[config.mk]
export PLATFORM = sky130hd
export DESIGN_NAME = dmem_arbiter
export DESIGN_NICKNAME = d
export VERILOG_FILES = /design/src/rtl/dmem_arbiter.sv
export SDC_FILE = /design/constraint.sdc
export NUM_CORES = 1
export LEC_CHECK = 0
export ABC_AREA = 1
export CORE_UTILIZATION = 40
export CTS_CLUSTER_DIAMETER = 200
export DETAILED_ROUTE_END_ITERATION = 10
export PLACE_DENSITY = 0.81
export SYNTH_ARGS = -nofsm -noshare
export SYNTH_HDL_FRONTEND = slang
export SYNTH_SLANG_ARGS = --single-unit
[constraint.sdc]
create_clock -name clk -period 5.76 [get_ports clk]
set_clock_uncertainty 0.2 [all_clocks]
set_input_delay 1.728 -clock clk [delete_from_list [all_inputs] [get_ports clk]]
set_output_delay 1.728 -clock clk [all_outputs]
set_load 0.05 [all_outputs]
[src/rtl/dmem_arbiter.sv]
// Two-requester round-robin arbiter and one-cycle access sequencer for the data memory.
// Optional macro DMEM_ARB_RANGE_CHECK_EN adds r0_err/r1_err and suppresses out-of-range accesses.
module dmem_arbiter #(
  parameter int ADDR_WIDTH = 32,
  parameter int DATA_WIDTH = 32,
  parameter int MEM_WIDTH  = 12
) (
  input  logic                  clk,
  input  logic                  rst,
  input  logic                  r0_req,
  input  logic                  r0_we,
  input  logic [ADDR_WIDTH-1:0] r0_addr,
  input  logic [DATA_WIDTH-1:0] r0_wdata,
  input  logic [3:0]            r0_be,
  output logic                  r0_gnt,
  output logic                  r0_rvalid,
  output logic [DATA_WIDTH-1:0] r0_rdata,
  input  logic                  r1_req,
  input  logic                  r1_we,
  input  logic [ADDR_WIDTH-1:0] r1_addr,
  input  logic [DATA_WIDTH-1:0] r1_wdata,
  input  logic [3:0]            r1_be,
  output logic                  r1_gnt,
  output logic                  r1_rvalid,
  output logic [DATA_WIDTH-1:0] r1_rdata,
  output logic [MEM_WIDTH-1:0]  mem_a,
  output logic [DATA_WIDTH-1:0] mem_wd,
  output logic                  mem_we,
  output logic [3:0]            mem_be,
  input  logic [DATA_WIDTH-1:0] mem_rd
`ifdef DMEM_ARB_RANGE_CHECK_EN
  ,
  output logic                  r0_err,
  output logic                  r1_err
`endif
);

  typedef enum logic {
    IDLE   = 1'b0,
    ACCESS = 1'b1
  } state_t;

  state_t state, state_next;

  logic                  last_grant;
  logic                  grant;
  logic                  pick;
  logic                  lat_id;
  logic                  lat_we;
  logic                  lat_err;
  logic [MEM_WIDTH-1:0]  lat_addr;
  logic [DATA_WIDTH-1:0] lat_wdata;
  logic [3:0]            lat_be;

  logic                  sel_we;
  logic [ADDR_WIDTH-1:0] sel_addr;
  logic [DATA_WIDTH-1:0] sel_wdata;
  logic [3:0]            sel_be;
  logic                  sel_err;

  // On a tie the requester that was not granted last wins.
  always_comb begin
    state_next = state;
    grant      = 1'b0;
    pick       = 1'b0;
    r0_gnt     = 1'b0;
    r1_gnt     = 1'b0;
    case (state)
      IDLE: begin
        if (r0_req || r1_req) begin
          grant      = 1'b1;
          pick       = (r0_req && r1_req) ? ~last_grant : r1_req;
          r0_gnt     = ~pick;
          r1_gnt     = pick;
          state_next = ACCESS;
        end
      end
      ACCESS:  state_next = IDLE;
      default: state_next = IDLE;
    endcase
  end

  assign sel_we    = pick ? r1_we    : r0_we;
  assign sel_addr  = pick ? r1_addr  : r0_addr;
  assign sel_wdata = pick ? r1_wdata : r0_wdata;
  assign sel_be    = pick ? r1_be    : r0_be;

`ifdef DMEM_ARB_RANGE_CHECK_EN
  assign sel_err = |sel_addr[ADDR_WIDTH-1:MEM_WIDTH];
`else
  logic unused_upper;
  assign sel_err      = 1'b0;
  assign unused_upper = |sel_addr[ADDR_WIDTH-1:MEM_WIDTH];
`endif

  always_ff @(posedge clk or posedge rst) begin
    if (rst) begin
      state      <= IDLE;
      last_grant <= 1'b1;
      lat_id     <= 1'b0;
      lat_we     <= 1'b0;
      lat_err    <= 1'b0;
      lat_addr   <= '0;
      lat_wdata  <= '0;
      lat_be     <= '0;
    end else begin
      state <= state_next;
      if (grant) begin
        last_grant <= pick;
        lat_id     <= pick;
        lat_we     <= sel_we;
        lat_err    <= sel_err;
        lat_addr   <= sel_addr[MEM_WIDTH-1:0];
        lat_wdata  <= sel_wdata;
        lat_be     <= sel_be;
      end
    end
  end

  // Strobes decode from state so an asynchronous reset kills a pending write at once.
  assign mem_a  = lat_addr;
  assign mem_wd = lat_wdata;
  assign mem_we = (state == ACCESS) && lat_we && !lat_err;
  assign mem_be = (state == ACCESS) ? lat_be : 4'b0000;

  always_ff @(posedge clk or posedge rst) begin
    if (rst) begin
      r0_rvalid <= 1'b0;
      r1_rvalid <= 1'b0;
      r0_rdata  <= '0;
      r1_rdata  <= '0;
    end else begin
      r0_rvalid <= 1'b0;
      r1_rvalid <= 1'b0;
      if (state == ACCESS) begin
        if (!lat_id) begin
          r0_rvalid <= 1'b1;
          if (!lat_we) r0_rdata <= lat_err ? '0 : mem_rd;
        end else begin
          r1_rvalid <= 1'b1;
          if (!lat_we) r1_rdata <= lat_err ? '0 : mem_rd;
        end
      end
    end
  end

`ifdef DMEM_ARB_RANGE_CHECK_EN
  always_ff @(posedge clk or posedge rst) begin
    if (rst) begin
      r0_err <= 1'b0;
      r1_err <= 1'b0;
    end else begin
      r0_err <= (state == ACCESS) && lat_err && !lat_id;
      r1_err <= (state == ACCESS) && lat_err && lat_id;
    end
  end
`endif

endmodule

==> metrics.cfg <==
[pwr]
seq_pwr_share_pct = 28.5
worst_ir_drop_vdd_uv = 207
net-switching-power_mw = 2.05
power_mw = 4.51
power_per_cell_area_nw_per_um2 = 522
sw_frac_of_total_pct = 45.5
p_leak_nw = 4.42
clock_power_share_pct = 22.1
p_int_mw = 2.46
combPwrFrac_pct = 49.4

[floorplan]
coreArea_um2 = 13300
die_h_um = 120
die_footprint_um2 = 14300
initial_utilization_pct = 41.5
horizontal_die_dimension_um = 120
ioPinCount = 291
rows = 42

[synth]
synthTopCellsByCount = sky130_fd_sc_hd__nand2_1, sky130_fd_sc_hd__inv_1, sky130_fd_sc_hd__dfrtp_1
post-synth-top-count-cell = sky130_fd_sc_hd__nand2_1
synth_fa_ha_area_share_pct = 0
async_flop_share_pct = 100
synth_area_leader_cell = sky130_fd_sc_hd__dfrtp_1
post_synth_and_or_nand_nor_area_fraction_pct = 25.5
synth-seq-cells = 118
synth-compound-area-share_pct = 6.99
synthesis.yosys.warnings = 0
post_synth_xor_area_fraction_pct = 0
synthTopCellsByArea = sky130_fd_sc_hd__dfrtp_1, sky130_fd_sc_hd__nand2_1, sky130_fd_sc_hd__inv_1
synthesis.area_per_instance_um2 = 7.97
yosysTopAreaCellShare_pct = 52.9
mappedNetlistNets = 868
synth.area.mux_share_pct = 0
synth_top_family_by_area = simple AND/OR/NAND/NOR gates
synth_edf_count = 0
synth-seq-area-share_pct = 53.4
synth_flop_cell = sky130_fd_sc_hd__dfrtp_1
post_synth_num_cell_types = 20
syn-cell-area_um2 = 5530
syn-instance-count = 694

[job]
max_cap_violations = 0

[clock_tree]
postCtsHoldBufs = 0
numClockSinks = 118
ctsRootBufferMaster = sky130_fd_sc_hd__clkbuf_16
cts.reportedPaths.clkPinSlew_ps = 60
cts_resized = 0
postCtsSetupBuffers = 0
clock_tree_from_tritoncts = built
htreeDepth = 4
worstSkewPairLatency_ps = 410
numCtsBuffers = 17
max-clock-path-buffers = 2

[global_route]
grt.total_usage_pct = 22.8
pin_count_of_the_biggest_net_entering_global_routing = 65
grt_pass1_wl_mm = 25.5
overflow = 0
vias_in_the_first_global_route = 5093
antenna_found_initial = 0

[worst_setup_path]
crit_fanout = 17
cp-endpoint = r0_gnt
most_frequent_cell_on_the_critical_path = sky130_fd_sc_hd__buf_4
reg2reg_from = state
arrival_ps = 2930
critical_path_cell_count = 5
worst_r2r_endpoint = mem_a[11]
register_to_register_setup_slack_ps = 2700
worst_ep_required_time_ps = 3830
setup.worst_path.start = r0_req
critPathLaunchType = input port
critical_path.slowest_cell = sky130_fd_sc_hd__clkdlybuf4s50_1
series_of_cell_instances_along_the_critical_path = clkdlybuf4s50_1 > nand2_1 > buf_4 > a21oi_1 > buf_4
critPathCaptureType = primary output
r2r.worst_path.cells = 6
critical_path_class = input port to primary output
crit_family = buffers and inverters
cpPeakStageDelay_ps = 530
worst_path_buffer_plus_inverter_count = 3

[routing]
initial_drc_count = 317
routed_wire_length_per_instance_um = 14.1
drt_drc_violations_left = 0
drt_wl_total_mm = 15.7
viasPerCell = 4.69
drt_pre_antenna_iters = 5
final_antenna_net_count = 0
vias = 5233

[run_status]
status = finished clean

[hold_path]
hold_path.startpoint = last_grant
hold_removal_path_class = register to register
worstHoldPathCells = 2

[finish]
areaGrowthSynthToFinish_pct = 56.1
antenna-diode-count = 0
finalCoreUtilization_pct = 64.7
nets = 1100
drive_gt1_share_pct = 6.71

[sta]
slew_headroom_pct = 30.6
worst_slack_ps = 903
finalWorstPathRequiredPeriod_ps = 4860
timing_worst_slew_pin_value_ps = 1040
grt_setup_unrepaired = no
setup_viol_count_final = 0
timing.final.crit_share_pct = 84.3
timing.setup.tns_ps = 0
fmax_ghz = 0.206
maxSlewViolCount = 0
final-hold-violation-count = 0

[placed_design]
post-dp-hpwl_mm = 10.5
finalWeightedCongestion = 0.835
numPortBuffers = 250
pre_cts_slack_ps = 899

==> layout by cell type, fill, tap and decap left out <==
cell / synthesis / routed
sky130_fd_sc_hd__a21oi_1: 1 / 1
sky130_fd_sc_hd__buf_12: 0 / 1
sky130_fd_sc_hd__buf_2: 23 / 1
sky130_fd_sc_hd__buf_4: 1 / 9
sky130_fd_sc_hd__bufinv_16: 0 / 1
sky130_fd_sc_hd__clkbuf_16: 0 / 17
sky130_fd_sc_hd__clkbuf_8: 0 / 1
sky130_fd_sc_hd__clkdlybuf4s50_1: 0 / 247
sky130_fd_sc_hd__clkinv_2: 0 / 3
sky130_fd_sc_hd__clkinv_4: 0 / 2
sky130_fd_sc_hd__clkinvlp_4: 0 / 5
sky130_fd_sc_hd__dfrtp_1: 117 / 117
sky130_fd_sc_hd__dfstp_2: 1 / 1
sky130_fd_sc_hd__inv_1: 138 / 137
sky130_fd_sc_hd__inv_2: 2 / 2
sky130_fd_sc_hd__inv_4: 0 / 1
sky130_fd_sc_hd__inv_6: 0 / 3
sky130_fd_sc_hd__nand2_1: 223 / 222
sky130_fd_sc_hd__nand2_2: 0 / 1
sky130_fd_sc_hd__nand3_1: 49 / 49
sky130_fd_sc_hd__nand3_2: 1 / 1
sky130_fd_sc_hd__nand4_1: 49 / 49
sky130_fd_sc_hd__nor2_1: 2 / 2
sky130_fd_sc_hd__o21ai_0: 32 / 32
sky130_fd_sc_hd__o21ai_1: 20 / 20
sky130_fd_sc_hd__o21ai_2: 12 / 12
sky130_fd_sc_hd__o21ai_4: 1 / 1
sky130_fd_sc_hd__or2_2: 0 / 1
==> worst register-to-register path, delay by kind of cell (launching register included) <==
family,cells,cell delay (ps)
simple gates,2,330
compound gates,1,120
flops,1,480
buf+inv,3,1870
==> per-layer routing <==
metal	share of wire, %	vias up	global-route usage, %
met3	8.0	18	7.03
met5	0	-	0
met2	47	202	37.2
met1	43	2403	28.2
li1	-	2610	-
met4	1.6	0	8.52
==> how the worst min path moves through the flow <==
stage | end | slack, ps
2_1_floorplan | last_grant | 240
3_3_place_gp | last_grant | 250
3_5_place_dp | last_grant | 260
4_1_cts | last_grant | 270
5_1_grt | mem_wd[0] | 300
6_report | last_grant | 270
==> area by class of cell <==
class                           instances  area (um2)
Multi-Input combinational cell        391        1800
Inverter                              140         528
Clock inverter                         14         126
Fill cell                            1158        4710
Tap cell                              176         220
Timing Repair Buffer                  258        2560
Clock buffer                           18         439
Sequential cell                       118        2950
==> state kept, by name (all words and copies together), names as in the netlist <==
signal      cells
lat_id          1
r1_rdata       32
r0_rvalid       1
r1_rvalid       1
mem_a          12
r0_rdata       32
lat_be          4
mem_wd         32
lat_we          1
state           1
last_grant      1
==> through the flow <==
stage	std cells	area [um2]	hold slack (ps)
global placement	1083	8070	254
CTS	1115	8630	267
global route	1115	8630	299
floorplan	694	5530	243
finish	1115	8630	269
detailed placement	1083	8070	259
==> cell families (layout without fill, tap and decap cells) <==
family	count (synthesis)	in the layout
simple gates	325	325
compound gates	66	66
buf+inv	185	430
flops	118	118
==> power groups by stage <==
stage	registers, mW	logic [mW]	clock network (mW)
2_1_floorplan	2.30	0.432	0
3_3_place_gp	1.28	2.21	0
3_5_place_dp	1.29	2.24	0
4_1_cts	1.28	2.24	1.02
5_1_grt	1.32	2.34	1.07
6_report	1.28	2.23	0.999
Power figures use the tool's default switching activity.
==> RTL edit (same settings) <==
Add a define of `DMEM_ARB_RANGE_CHECK_EN`.
--- a/src/rtl/dmem_arbiter.sv
+++ b/src/rtl/dmem_arbiter.sv
@@ -2,2 +2,4 @@
 // Optional macro DMEM_ARB_RANGE_CHECK_EN adds r0_err/r1_err and suppresses out-of-range accesses.
+`define DMEM_ARB_RANGE_CHECK_EN
+
 module dmem_arbiter #(
Behaviour (old outputs only; new: r0_err and r1_err): not the same (a bounded check fails within 4 cycles, from zero or initial values and one cycle with rst high).
==> RTL edit against the unedited design <==
- die area shrank 3.1%
- worst setup slack better by 0.13 ns
- total power is 3.3% lower
- routed wire length up 7.4%
- sequential cell count increased by 3
- clock power increased by 11%
- final area grew 4.6%
- synthesized area fell by 3.1%
- critical endpoint unchanged
==> RTL edit: results (changes against the unedited design) <==
| Metric | Value |
|---|---|
| Share of post-route cells with drive strength above 1 | `12.4% (was 6.71%)` |
| Pre-Repair DR Iteration Count | `4 (was 5)` |
| 1st-iter DRT viols | `248 (was 317)` |
| DR WL/cell | `16.4 um (was 14.1 um)` |
| Number of port buffers | `292 (was 250)` |
| Syn. warnings | `0 (unchanged)` |
| Worst hold path type | `flop to flop (unchanged)` |
| Synthesized Nets | `730 (was 868)` |
| Static Leak | `4.11 nW (was 4.42 nW)` |
| Seq/Total Area, Yosys | `56.5% (was 53.4%)` |
| Top post-synthesis cells by area | `dfrtp_1, mux2_2, nor2_1, nand2_1, o21ai_1 (was dfrtp_1, nand2_1, inv_1, nand4_1, nand3_1)` |
| Vias | `5031 (was 5233)` |
| Dpl hpwl | `12200 um (was 10500 um)` |
| Slew Limit Fails | `0 (unchanged)` |
| GP Congestion | `0.857 (was 0.835)` |
| Ys flop type | `dfrtp_1 (unchanged)` |
| Ant. Diodes | `0 (unchanged)` |
| CP delay by family, top | `buffers and inverters (unchanged)` |
| Post CTS Setup Buffer Count | `0 (unchanged)` |
| Clk buf depth | `2 (unchanged)` |
| Combinational power | `0.00199 W (was 0.00223 W)` |
| Largest net degree at the start of global routing | `68 (was 65)` |
| Vias per cell | `4.88 (was 4.69)` |
| First-pass GRT wire length | `27600 um (was 25500 um)` |
| Library cells used by synthesis | `25 (was 20)` |
| Root Buffer | `clkbuf_16 (unchanged)` |
| Placed Area | `8410 um^2 (was 8070 um^2)` |
| Fill count | `954 (was 1158)` |
| Most instantiated cells after synthesis | `dfrtp_1, nor2_1, nand2_1 (was nand2_1, inv_1, dfrtp_1)` |
| Hold depth | `2 (unchanged)` |
| GRT Total Usage | `25.6% (was 22.8%)` |
| Initial antenna violation count | `0 (unchanged)` |
| Clock transition at path regs | `0.06 ns (about the same)` |
| Clock Latency Late Sink | `0.41 ns (about the same)` |
| Largest vdd supply drop | `0.000229 V (was 0.000207 V)` |
| Async SR Flop Fraction | `100% (unchanged)` |
| Worst Reg-to-Reg Cells | `7 (was 6)` |
| Arr. time, crit path | `2.80 ns (was 2.93 ns)` |
| Status | `complete, no violations (unchanged)` |
| Slew HR | `34.9% (was 30.6%)` |
| Setup WS pre-CTS | `1.05 ns (was 0.899 ns)` |
| Syn Area/Cell | `9.64 um^2 (was 7.97 um^2)` |
| Psw | `0.00180 W (was 0.00205 W)` |
| Clock Power Share | `25.4% (was 22.1%)` |
| Final Net Count | `1019 (was 1100)` |
| Worst-path maximum fanout | `2 (was 17)` |
| Vias in the first global route | `5345 (was 5093)` |
RTL edit: cell count changes after synthesis, sizes merged, moves of 33 or more:
cell   delta
inv      -85
nand4    -48
o21ai    +33
nand3    -48
nor2    +102
nand2   -149
mux2     +64
RTL edit: final timing paths:
kind / end / startpoint / slack, ns
worst max-delay path: r0_gnt / r0_req / 1.03
max in group asynchronous: r0_rdata[6]$_DFFE_PP0P_ / rst / 2.79
min in group asynchronous: mem_wd[2]$_DFFE_PP0P_ / rst / 1.65
worst min register to register: last_grant$_DFFE_PP1P_ / last_grant$_DFFE_PP1P_ / 0.27
worst max register to register: mem_wd[24]$_DFFE_PP0P_ / state$_DFF_PP0_ / 3.27
worst min-delay path: last_grant$_DFFE_PP1P_ / last_grant$_DFFE_PP1P_ / 0.27
RTL edit: area by class of cell:
class	instances	area share [%]
Multi-Input combinational cell	350	21.8
Tap cell	172	2.38
Clock buffer	20	4.95
Sequential cell	121	33.5
Clock inverter	12	1.91
Inverter	55	2.31
Timing Repair Buffer	300	33.1
RTL edit: stage by stage:
step	utilization, %	total power [W]
after floorplan	-	0.00251
after global placement	65.6	0.00323
after detailed placement	65.6	0.00327
after CTS	70.4	0.00439
after global routing	70.4	0.00453
final	70.4	0.00436
RTL edit: layer usage:
layer / share of wire, % / global-route usage, % / vias up
met1: 38 / 29.5 / 2357
li1: - / - / 2365
met2: 49 / 42.9 / 263
met4: 3.7 / 11.9 / 0
met5: 0 / 0 / -
met3: 9.0 / 8.77 / 46
RTL edit: cells by family after synthesis:
family | count (synthesis) | synth area share [%]
compound gates | 100 | 9.43
simple gates | 186 | 13.7
buf+inv | 85 | 6.91
mux | 64 | 13.4
flops | 121 | 56.5
